[src/rtl/mem_pump_sequencer_pkg.sv]
// Shared encodings for the single-port RAM pump: phase and port identifiers, legal read-latency range.
package mem_pump_sequencer_pkg;

  typedef enum logic {
    PH_A = 1'b0,
    PH_B = 1'b1
  } phase_e;

  localparam logic PORT_A = 1'b0;
  localparam logic PORT_B = 1'b1;

  localparam int RD_LATENCY_MIN = 1;
  localparam int RD_LATENCY_MAX = 4;

endpackage

[src/rtl/mem_pump_sequencer_if.sv]
// Request ports A/B plus the RAM macro side of the pump; slave is the pump, master is the surroundings.
interface mem_pump_sequencer_if #(
  parameter int DATA_WIDTH = 32,
  parameter int ADDR_WIDTH = 10
);

  logic                  a_valid_in;
  logic                  a_ready_out;
  logic                  a_we_in;
  logic [ADDR_WIDTH-1:0] a_addr_in;
  logic [DATA_WIDTH-1:0] a_wrdata_in;
  logic                  a_rdvalid_out;
  logic [DATA_WIDTH-1:0] a_rddata_out;

  logic                  b_valid_in;
  logic                  b_ready_out;
  logic                  b_we_in;
  logic [ADDR_WIDTH-1:0] b_addr_in;
  logic [DATA_WIDTH-1:0] b_wrdata_in;
  logic                  b_rdvalid_out;
  logic [DATA_WIDTH-1:0] b_rddata_out;

  logic                  ram_en_out;
  logic                  ram_we_out;
  logic [ADDR_WIDTH-1:0] ram_addr_out;
  logic [DATA_WIDTH-1:0] ram_wrdata_out;
  logic [DATA_WIDTH-1:0] ram_rddata_in;
  logic                  latch_en_out;

  modport slave (
    input  a_valid_in, a_we_in, a_addr_in, a_wrdata_in,
    input  b_valid_in, b_we_in, b_addr_in, b_wrdata_in,
    input  ram_rddata_in,
    output a_ready_out, a_rdvalid_out, a_rddata_out,
    output b_ready_out, b_rdvalid_out, b_rddata_out,
    output ram_en_out, ram_we_out, ram_addr_out, ram_wrdata_out,
    output latch_en_out
  );

  modport master (
    output a_valid_in, a_we_in, a_addr_in, a_wrdata_in,
    output b_valid_in, b_we_in, b_addr_in, b_wrdata_in,
    output ram_rddata_in,
    input  a_ready_out, a_rdvalid_out, a_rddata_out,
    input  b_ready_out, b_rdvalid_out, b_rddata_out,
    input  ram_en_out, ram_we_out, ram_addr_out, ram_wrdata_out,
    input  latch_en_out
  );

endinterface

[src/rtl/mem_pump_rdtrack.sv]
// Tags each issued read, lines it up with RAM data RD_LATENCY clocks later, and captures it into the
// issuing port's hold register with a one-cycle rdvalid pulse; reset drops every read in flight.
module mem_pump_rdtrack
  import mem_pump_sequencer_pkg::*;
#(
  parameter int DATA_WIDTH = 32,
  parameter int RD_LATENCY = 2
) (
  input  logic                  clock_in,
  input  logic                  reset_in,
  input  logic                  i_issue_rd,
  input  logic                  i_issue_port,
  input  logic [DATA_WIDTH-1:0] i_ram_rddata,
  output logic                  o_a_rdvalid,
  output logic [DATA_WIDTH-1:0] o_a_rddata,
  output logic                  o_b_rdvalid,
  output logic [DATA_WIDTH-1:0] o_b_rddata
);

  logic [RD_LATENCY-1:0] r_sr_vld;
  logic [RD_LATENCY-1:0] r_sr_port;
  logic                  r_a_rdvalid;
  logic                  r_b_rdvalid;
  logic [DATA_WIDTH-1:0] r_a_rddata;
  logic [DATA_WIDTH-1:0] r_b_rddata;
  logic                  w_ret_a;
  logic                  w_ret_b;

  assign w_ret_a = r_sr_vld[RD_LATENCY-1] & (r_sr_port[RD_LATENCY-1] == PORT_A);
  assign w_ret_b = r_sr_vld[RD_LATENCY-1] & (r_sr_port[RD_LATENCY-1] == PORT_B);

  always_ff @(posedge clock_in) begin
    if (reset_in) begin
      r_sr_vld    <= '0;
      r_sr_port   <= '0;
      r_a_rdvalid <= 1'b0;
      r_b_rdvalid <= 1'b0;
      r_a_rddata  <= '0;
      r_b_rddata  <= '0;
    end else begin
      r_sr_vld[0]  <= i_issue_rd;
      r_sr_port[0] <= i_issue_port;
      for (int i = 1; i < RD_LATENCY; i++) begin
        r_sr_vld[i]  <= r_sr_vld[i-1];
        r_sr_port[i] <= r_sr_port[i-1];
      end
      r_a_rdvalid <= w_ret_a;
      r_b_rdvalid <= w_ret_b;
      // Each hold register moves only on its own port's return.
      if (w_ret_a) r_a_rddata <= i_ram_rddata;
      if (w_ret_b) r_b_rddata <= i_ram_rddata;
    end
  end

  assign o_a_rdvalid = r_a_rdvalid;
  assign o_b_rdvalid = r_b_rdvalid;
  assign o_a_rddata  = r_a_rddata;
  assign o_b_rddata  = r_b_rddata;

endmodule

[src/rtl/mem_pump_sequencer.sv]
// Time-slices one single-port RAM between ports A and B in fixed alternating phases (no phase donation),
// registering the RAM strobes and steering read returns back to the issuing port.
module mem_pump_sequencer
  import mem_pump_sequencer_pkg::*;
#(
  parameter int DATA_WIDTH = 32,
  parameter int ADDR_WIDTH = 10,
  parameter int RD_LATENCY = 2
) (
  input  logic             clock_in,
  input  logic             reset_in,
  mem_pump_sequencer_if.slave pump
);

  if (RD_LATENCY < RD_LATENCY_MIN || RD_LATENCY > RD_LATENCY_MAX) begin : g_bad_latency
    $error("mem_pump_sequencer: RD_LATENCY out of range");
  end

  phase_e                r_phase;
  phase_e                w_phase_nxt;
  logic                  w_acc_a;
  logic                  w_acc_b;
  logic                  r_ram_en;
  logic                  r_ram_we;
  logic                  r_ram_port;
  logic [ADDR_WIDTH-1:0] r_ram_addr;
  logic [DATA_WIDTH-1:0] r_ram_wrdata;
  logic                  w_a_rdvalid;
  logic                  w_b_rdvalid;
  logic [DATA_WIDTH-1:0] w_a_rddata;
  logic [DATA_WIDTH-1:0] w_b_rddata;

  always_ff @(posedge clock_in) begin
    if (reset_in) r_phase <= PH_A;
    else          r_phase <= w_phase_nxt;
  end

  always_comb begin
    w_phase_nxt = (r_phase == PH_A) ? PH_B : PH_A;
  end

  // Ready is pure phase gating so each port sees fixed, traffic-independent timing.
  always_comb begin
    w_acc_a = 1'b0;
    w_acc_b = 1'b0;
    if (!reset_in) begin
      case (r_phase)
        PH_A:    w_acc_a = pump.a_valid_in;
        PH_B:    w_acc_b = pump.b_valid_in;
        default: ;
      endcase
    end
  end

  always_ff @(posedge clock_in) begin
    if (reset_in) begin
      r_ram_en     <= 1'b0;
      r_ram_we     <= 1'b0;
      r_ram_port   <= PORT_A;
      r_ram_addr   <= '0;
      r_ram_wrdata <= '0;
    end else begin
      r_ram_en   <= w_acc_a | w_acc_b;
      r_ram_we   <= (w_acc_a & pump.a_we_in) | (w_acc_b & pump.b_we_in);
      r_ram_port <= w_acc_b ? PORT_B : PORT_A;
      if (w_acc_a) begin
        r_ram_addr   <= pump.a_addr_in;
        r_ram_wrdata <= pump.a_wrdata_in;
      end else if (w_acc_b) begin
        r_ram_addr   <= pump.b_addr_in;
        r_ram_wrdata <= pump.b_wrdata_in;
      end
    end
  end

  mem_pump_rdtrack #(
    .DATA_WIDTH (DATA_WIDTH),
    .RD_LATENCY (RD_LATENCY)
  ) u_rdtrack (
    .clock_in     (clock_in),
    .reset_in     (reset_in),
    .i_issue_rd   (r_ram_en & ~r_ram_we),
    .i_issue_port (r_ram_port),
    .i_ram_rddata (pump.ram_rddata_in),
    .o_a_rdvalid  (w_a_rdvalid),
    .o_a_rddata   (w_a_rddata),
    .o_b_rdvalid  (w_b_rdvalid),
    .o_b_rddata   (w_b_rddata)
  );

  assign pump.a_ready_out    = w_acc_a;
  assign pump.b_ready_out    = w_acc_b;
  assign pump.ram_en_out     = r_ram_en;
  assign pump.ram_we_out     = r_ram_we;
  assign pump.ram_addr_out   = r_ram_addr;
  assign pump.ram_wrdata_out = r_ram_wrdata;
  assign pump.a_rdvalid_out  = w_a_rdvalid;
  assign pump.b_rdvalid_out  = w_b_rdvalid;
  assign pump.a_rddata_out   = w_a_rddata;
  assign pump.b_rddata_out   = w_b_rddata;
  assign pump.latch_en_out   = w_a_rdvalid | w_b_rdvalid;

endmodule

[src/flat_wrapper.sv]
// flat-port wrapper written by rule: the top's interface ports become plain ports
module mem_pump_sequencer_flat import mem_pump_sequencer_pkg::*;
#(
  parameter int DATA_WIDTH = 32,
  parameter int ADDR_WIDTH = 10,
  parameter int RD_LATENCY = 2
)
  (clock_in, reset_in, pump_a_valid_in, pump_a_we_in, pump_a_addr_in, pump_a_wrdata_in, pump_b_valid_in, pump_b_we_in, pump_b_addr_in, pump_b_wrdata_in, pump_ram_rddata_in, pump_a_ready_out, pump_a_rdvalid_out, pump_a_rddata_out, pump_b_ready_out, pump_b_rdvalid_out, pump_b_rddata_out, pump_ram_en_out, pump_ram_we_out, pump_ram_addr_out, pump_ram_wrdata_out, pump_latch_en_out);
  mem_pump_sequencer_if #(.DATA_WIDTH(DATA_WIDTH), .ADDR_WIDTH(ADDR_WIDTH)) pump_i ();
  input  logic clock_in;
  input  logic reset_in;
  input wire logic [$bits(pump_i.a_valid_in)-1:0] pump_a_valid_in;
  input wire logic [$bits(pump_i.a_we_in)-1:0] pump_a_we_in;
  input wire logic [$bits(pump_i.a_addr_in)-1:0] pump_a_addr_in;
  input wire logic [$bits(pump_i.a_wrdata_in)-1:0] pump_a_wrdata_in;
  input wire logic [$bits(pump_i.b_valid_in)-1:0] pump_b_valid_in;
  input wire logic [$bits(pump_i.b_we_in)-1:0] pump_b_we_in;
  input wire logic [$bits(pump_i.b_addr_in)-1:0] pump_b_addr_in;
  input wire logic [$bits(pump_i.b_wrdata_in)-1:0] pump_b_wrdata_in;
  input wire logic [$bits(pump_i.ram_rddata_in)-1:0] pump_ram_rddata_in;
  output wire logic [$bits(pump_i.a_ready_out)-1:0] pump_a_ready_out;
  output wire logic [$bits(pump_i.a_rdvalid_out)-1:0] pump_a_rdvalid_out;
  output wire logic [$bits(pump_i.a_rddata_out)-1:0] pump_a_rddata_out;
  output wire logic [$bits(pump_i.b_ready_out)-1:0] pump_b_ready_out;
  output wire logic [$bits(pump_i.b_rdvalid_out)-1:0] pump_b_rdvalid_out;
  output wire logic [$bits(pump_i.b_rddata_out)-1:0] pump_b_rddata_out;
  output wire logic [$bits(pump_i.ram_en_out)-1:0] pump_ram_en_out;
  output wire logic [$bits(pump_i.ram_we_out)-1:0] pump_ram_we_out;
  output wire logic [$bits(pump_i.ram_addr_out)-1:0] pump_ram_addr_out;
  output wire logic [$bits(pump_i.ram_wrdata_out)-1:0] pump_ram_wrdata_out;
  output wire logic [$bits(pump_i.latch_en_out)-1:0] pump_latch_en_out;
  assign pump_i.a_valid_in = pump_a_valid_in;
  assign pump_i.a_we_in = pump_a_we_in;
  assign pump_i.a_addr_in = pump_a_addr_in;
  assign pump_i.a_wrdata_in = pump_a_wrdata_in;
  assign pump_i.b_valid_in = pump_b_valid_in;
  assign pump_i.b_we_in = pump_b_we_in;
  assign pump_i.b_addr_in = pump_b_addr_in;
  assign pump_i.b_wrdata_in = pump_b_wrdata_in;
  assign pump_i.ram_rddata_in = pump_ram_rddata_in;
  assign pump_a_ready_out = pump_i.a_ready_out;
  assign pump_a_rdvalid_out = pump_i.a_rdvalid_out;
  assign pump_a_rddata_out = pump_i.a_rddata_out;
  assign pump_b_ready_out = pump_i.b_ready_out;
  assign pump_b_rdvalid_out = pump_i.b_rdvalid_out;
  assign pump_b_rddata_out = pump_i.b_rddata_out;
  assign pump_ram_en_out = pump_i.ram_en_out;
  assign pump_ram_we_out = pump_i.ram_we_out;
  assign pump_ram_addr_out = pump_i.ram_addr_out;
  assign pump_ram_wrdata_out = pump_i.ram_wrdata_out;
  assign pump_latch_en_out = pump_i.latch_en_out;
  mem_pump_sequencer #(.DATA_WIDTH(DATA_WIDTH), .ADDR_WIDTH(ADDR_WIDTH), .RD_LATENCY(RD_LATENCY)) u_core (.clock_in(clock_in), .reset_in(reset_in), .pump(pump_i));
endmodule
[config.mk]
export PLATFORM = sky130hd
export DESIGN_NAME = mem_pump_sequencer_flat
export DESIGN_NICKNAME = d
export VERILOG_FILES = /design/src/rtl/mem_pump_sequencer_pkg.sv /design/src/rtl/mem_pump_sequencer_if.sv /design/src/rtl/mem_pump_rdtrack.sv /design/src/rtl/mem_pump_sequencer.sv /design/src/flat_wrapper.sv
export SDC_FILE = /design/constraint.sdc
export NUM_CORES = 1
export LEC_CHECK = 0
export BUFFER_PORTS_ARGS = -buffer_cell sky130_fd_sc_hd__buf_4
export CELL_PAD_IN_SITES_DETAIL_PLACEMENT = 1
export CELL_PAD_IN_SITES_GLOBAL_PLACEMENT = 2
export CORE_MARGIN = 2
export CORE_UTILIZATION = 24
export CTS_CLUSTER_DIAMETER = 100
export DETAILED_ROUTE_END_ITERATION = 8
export PLACE_DENSITY_LB_ADDON = 0.1
export SLEW_MARGIN = 20
export SYNTH_ARGS = -nofsm -noshare
export SYNTH_HDL_FRONTEND = slang
export SYNTH_SLANG_ARGS = --single-unit
[constraint.sdc]
create_clock -name clock_in -period 1.8 [get_ports clock_in]
set_input_delay 0.09 -clock clock_in [delete_from_list [all_inputs] [get_ports clock_in]]
set_output_delay 0.09 -clock clock_in [all_outputs]
set_load 0.02 [all_outputs]
==> results.cfg <==
[run_status]
status = finished clean

[timing]
finalSetupViolations = 0
fmax_ghz = 0.606
maxSlewHeadroom = 0.667
drv_slew = 0
tightest_slew_ns = 0.499
skew_ns = 0.00550
post-route-period-util = 0.916
setup-tns-final_ns = 0
final_hold_viol_count = 0
rsz0062_at_grt = false
min_period_ns = 1.65

[clocking]
cts_resized = 0
cts_buffer_depth = 2
hold_buffers = 120
cts_setup_buffers = 0
cts_tree = yes
clkTransAtPathRegs_ns = 0.06
cts_sinks = 116
htree_levels = 4
numCtsBuffers = 17
ctsRootBufferMaster = clkbuf_16
worstSkewPairLatency_ns = 0.41

[yosys]
synth_top_family_by_area = simple AND/OR/NAND/NOR gates
syn_area_um2 = 4240
synthAdderAreaFrac = 0
synthArstFlopShare = 0
synthDistinctLibCells = 20
netlist_instances = 454
synth_xor_area_frac = 0
synthTopCellsByArea = dfxtp_1 55%, nand2_1 12%, a221o_1 9.9%
synth_top_cell_by_area = dfxtp_1
synth-seq-cells = 116
synth_fp_nets = 576
ys_seq_area_frac = 0.548
synth-edff-count = 0
synth_top_area_share = 0.548
yosys_most_used_dff = dfxtp_1
synth.avg_cell_area_um2 = 9.33
yosys.area_share.simple = 0.213
synthMuxAreaShare = 0.00354
synth_compound_area_frac = 0.177
synth_warnings = 0

[floorplan]
die_h_um = 137
rows = 48
core_area_um2 = 17300
die_w_um = 137
die-area_um2 = 18700
initial_utilization = 0.245
ios = 235

[worst_setup_path]
slowest_delay_ns = 0.42
cp.arrival_ns = 1.56
cp-start-kind = register
crit_required_ns = 1.71
path_cells = nand2_1 > nor2_4 > buf_4 > buf_4
slowest_stage = dfxtp_1
crit_path_end_kind = primary output
crit_path_max_fanout = 19
critPathKind = reg -> out
path_common_cell = buf_4
path_buf_inv = 2
critPathTopFamily = buffers and inverters

[grt]
grt_overflow = 0
grt_max_degree = 53
grt_pass1_vias = 5105
grt_antenna_before_repair = 0
grt_pass1_wl_mm = 26.2
grtUsageTotal = 0.183

[route]
drc = 0
drt-wirelength-per-cell_um = 16.3
ant_nets = 0
firstDrtPassIters = 4
vias = 4729
wl_mm = 16.9
drt_iter0_markers = 118
via_per_inst = 4.56

[layout]
final_common_cell = buf_4
syn2layout_area_growth_pct = 88.3
finish.instance_area_um2 = 7980
final_cell_count_no_fill = 1037
fin_nets = 922
n_antenna_cell = 0
drive_above_1_share = 0.347
layout_common_cells = 245 x buf_4, 130 x nand2_1, 120 x dlygate4sd3_1

[placed_design]
post_dp_cell_area_um2 = 6160
place_congestion = 0.732
dp_cells = 886
dpl.hpwl_mm = 10.6
place.port_buffers = 234

[flow_run]
maxCapViolations = 0

[power]
p_total_mw = 7.26
peakVddDrop_mv = 0.660
p_per_area_nw_per_um2 = 910
leakage_nw = 3.39

[worst_hold_path]
min_path_type = in -> reg
## layer usage
layer,track usage,part of all wire,wire length [um]
met1,0.196,0.39,6640
met2,0.332,0.52,8830
met3,0.0585,0.066,1120
met4,0.0722,0.017,286
met5,0,0,0
## tightest hold or removal path, cell delays in order
cell and delay, ns:
buf_4 0.09, nand2_1 0.11, nor2_1 0.11
## flip-flops by register name, indices dropped and copies added, names as in the netlist
name / count
u_core.u_rdtrack.r_sr_port: 2
u_core.pump.ram_addr_out: 10
u_core.u_rdtrack.o_b_rdvalid: 1
u_core.r_phase: 1
u_core.u_rdtrack.o_a_rdvalid: 1
u_core.pump.ram_we_out: 1
u_core.r_ram_port: 1
u_core.pump.ram_en_out: 1
u_core.u_rdtrack.o_a_rddata: 32
u_core.u_rdtrack.r_sr_vld: 2
u_core.pump.ram_wrdata_out: 32
u_core.u_rdtrack.o_b_rddata: 32
## cell type report
cell class | count | area [um^2]
Clock buffer | 20 | 457
Clock inverter | 11 | 158
Fill cell | 1988 | 9320
Multi-Input combinational cell | 298 | 1680
Sequential cell | 116 | 2320
Tap cell | 225 | 282
Timing Repair Buffer | 367 | 3080
## where the power goes
group	internal (mW)	switching (mW)
registers	2.67	0.0519
clock network	2.36	1.18
logic	0.566	0.427
## worst paths after layout
kind / slack (ns) / cells past startpoint / startpoint / endpoint
hold / removal: 0.03 / 3 / pump_b_valid_in / u_core.r_ram_port
hold reg to reg: 0.43 / 1 / u_core.r_ram_port / u_core.u_rdtrack.r_sr_port[0]
setup reg to reg: 0.31 / 3 / u_core.r_phase / u_core.pump.ram_wrdata_out[22]
setup / recovery: 0.15 / 4 / u_core.r_phase / pump_b_ready_out
## cell families (layout without fill, tap and decap cells)
| family | Yosys count | count (layout) |
|---|---|---|
| AND/OR/NAND/NOR | 189 | 189 |
| flip-flops | 116 | 116 |
| AO/OA/AOI/OAI | 108 | 108 |
| buffers and inverters | 40 | 398 |
| multiplexers | 1 | 1 |
## synth_stat cells (2+ instances only)
cell / count
a221o_1: 42
nor2_2: 2
a21oi_1: 66
nor2_1: 4
nand2_1: 130
dfxtp_1: 116
clkbuf_1: 10
buf_2: 18
buf_6: 3
nor3b_1: 43
nor2b_1: 4
buf_8: 4
nand2b_1: 2
buf_1: 3
buf_4: 2
## through the flow
| stage | util | hold slack, ns | setup WS, ns |
|---|---|---|---|
| detailed placement | 0.356 | 0.318 | 0.314 |
| finish | 0.461 | 0.0334 | 0.151 |
| global route | 0.461 | 0.0461 | 0.0436 |
| floorplan | - | 0.226 | 0.579 |
| global placement | 0.356 | 0.312 | 0.381 |
| CTS | 0.461 | 0.00839 | 0.112 |
(Power assumes the default switching activity.)
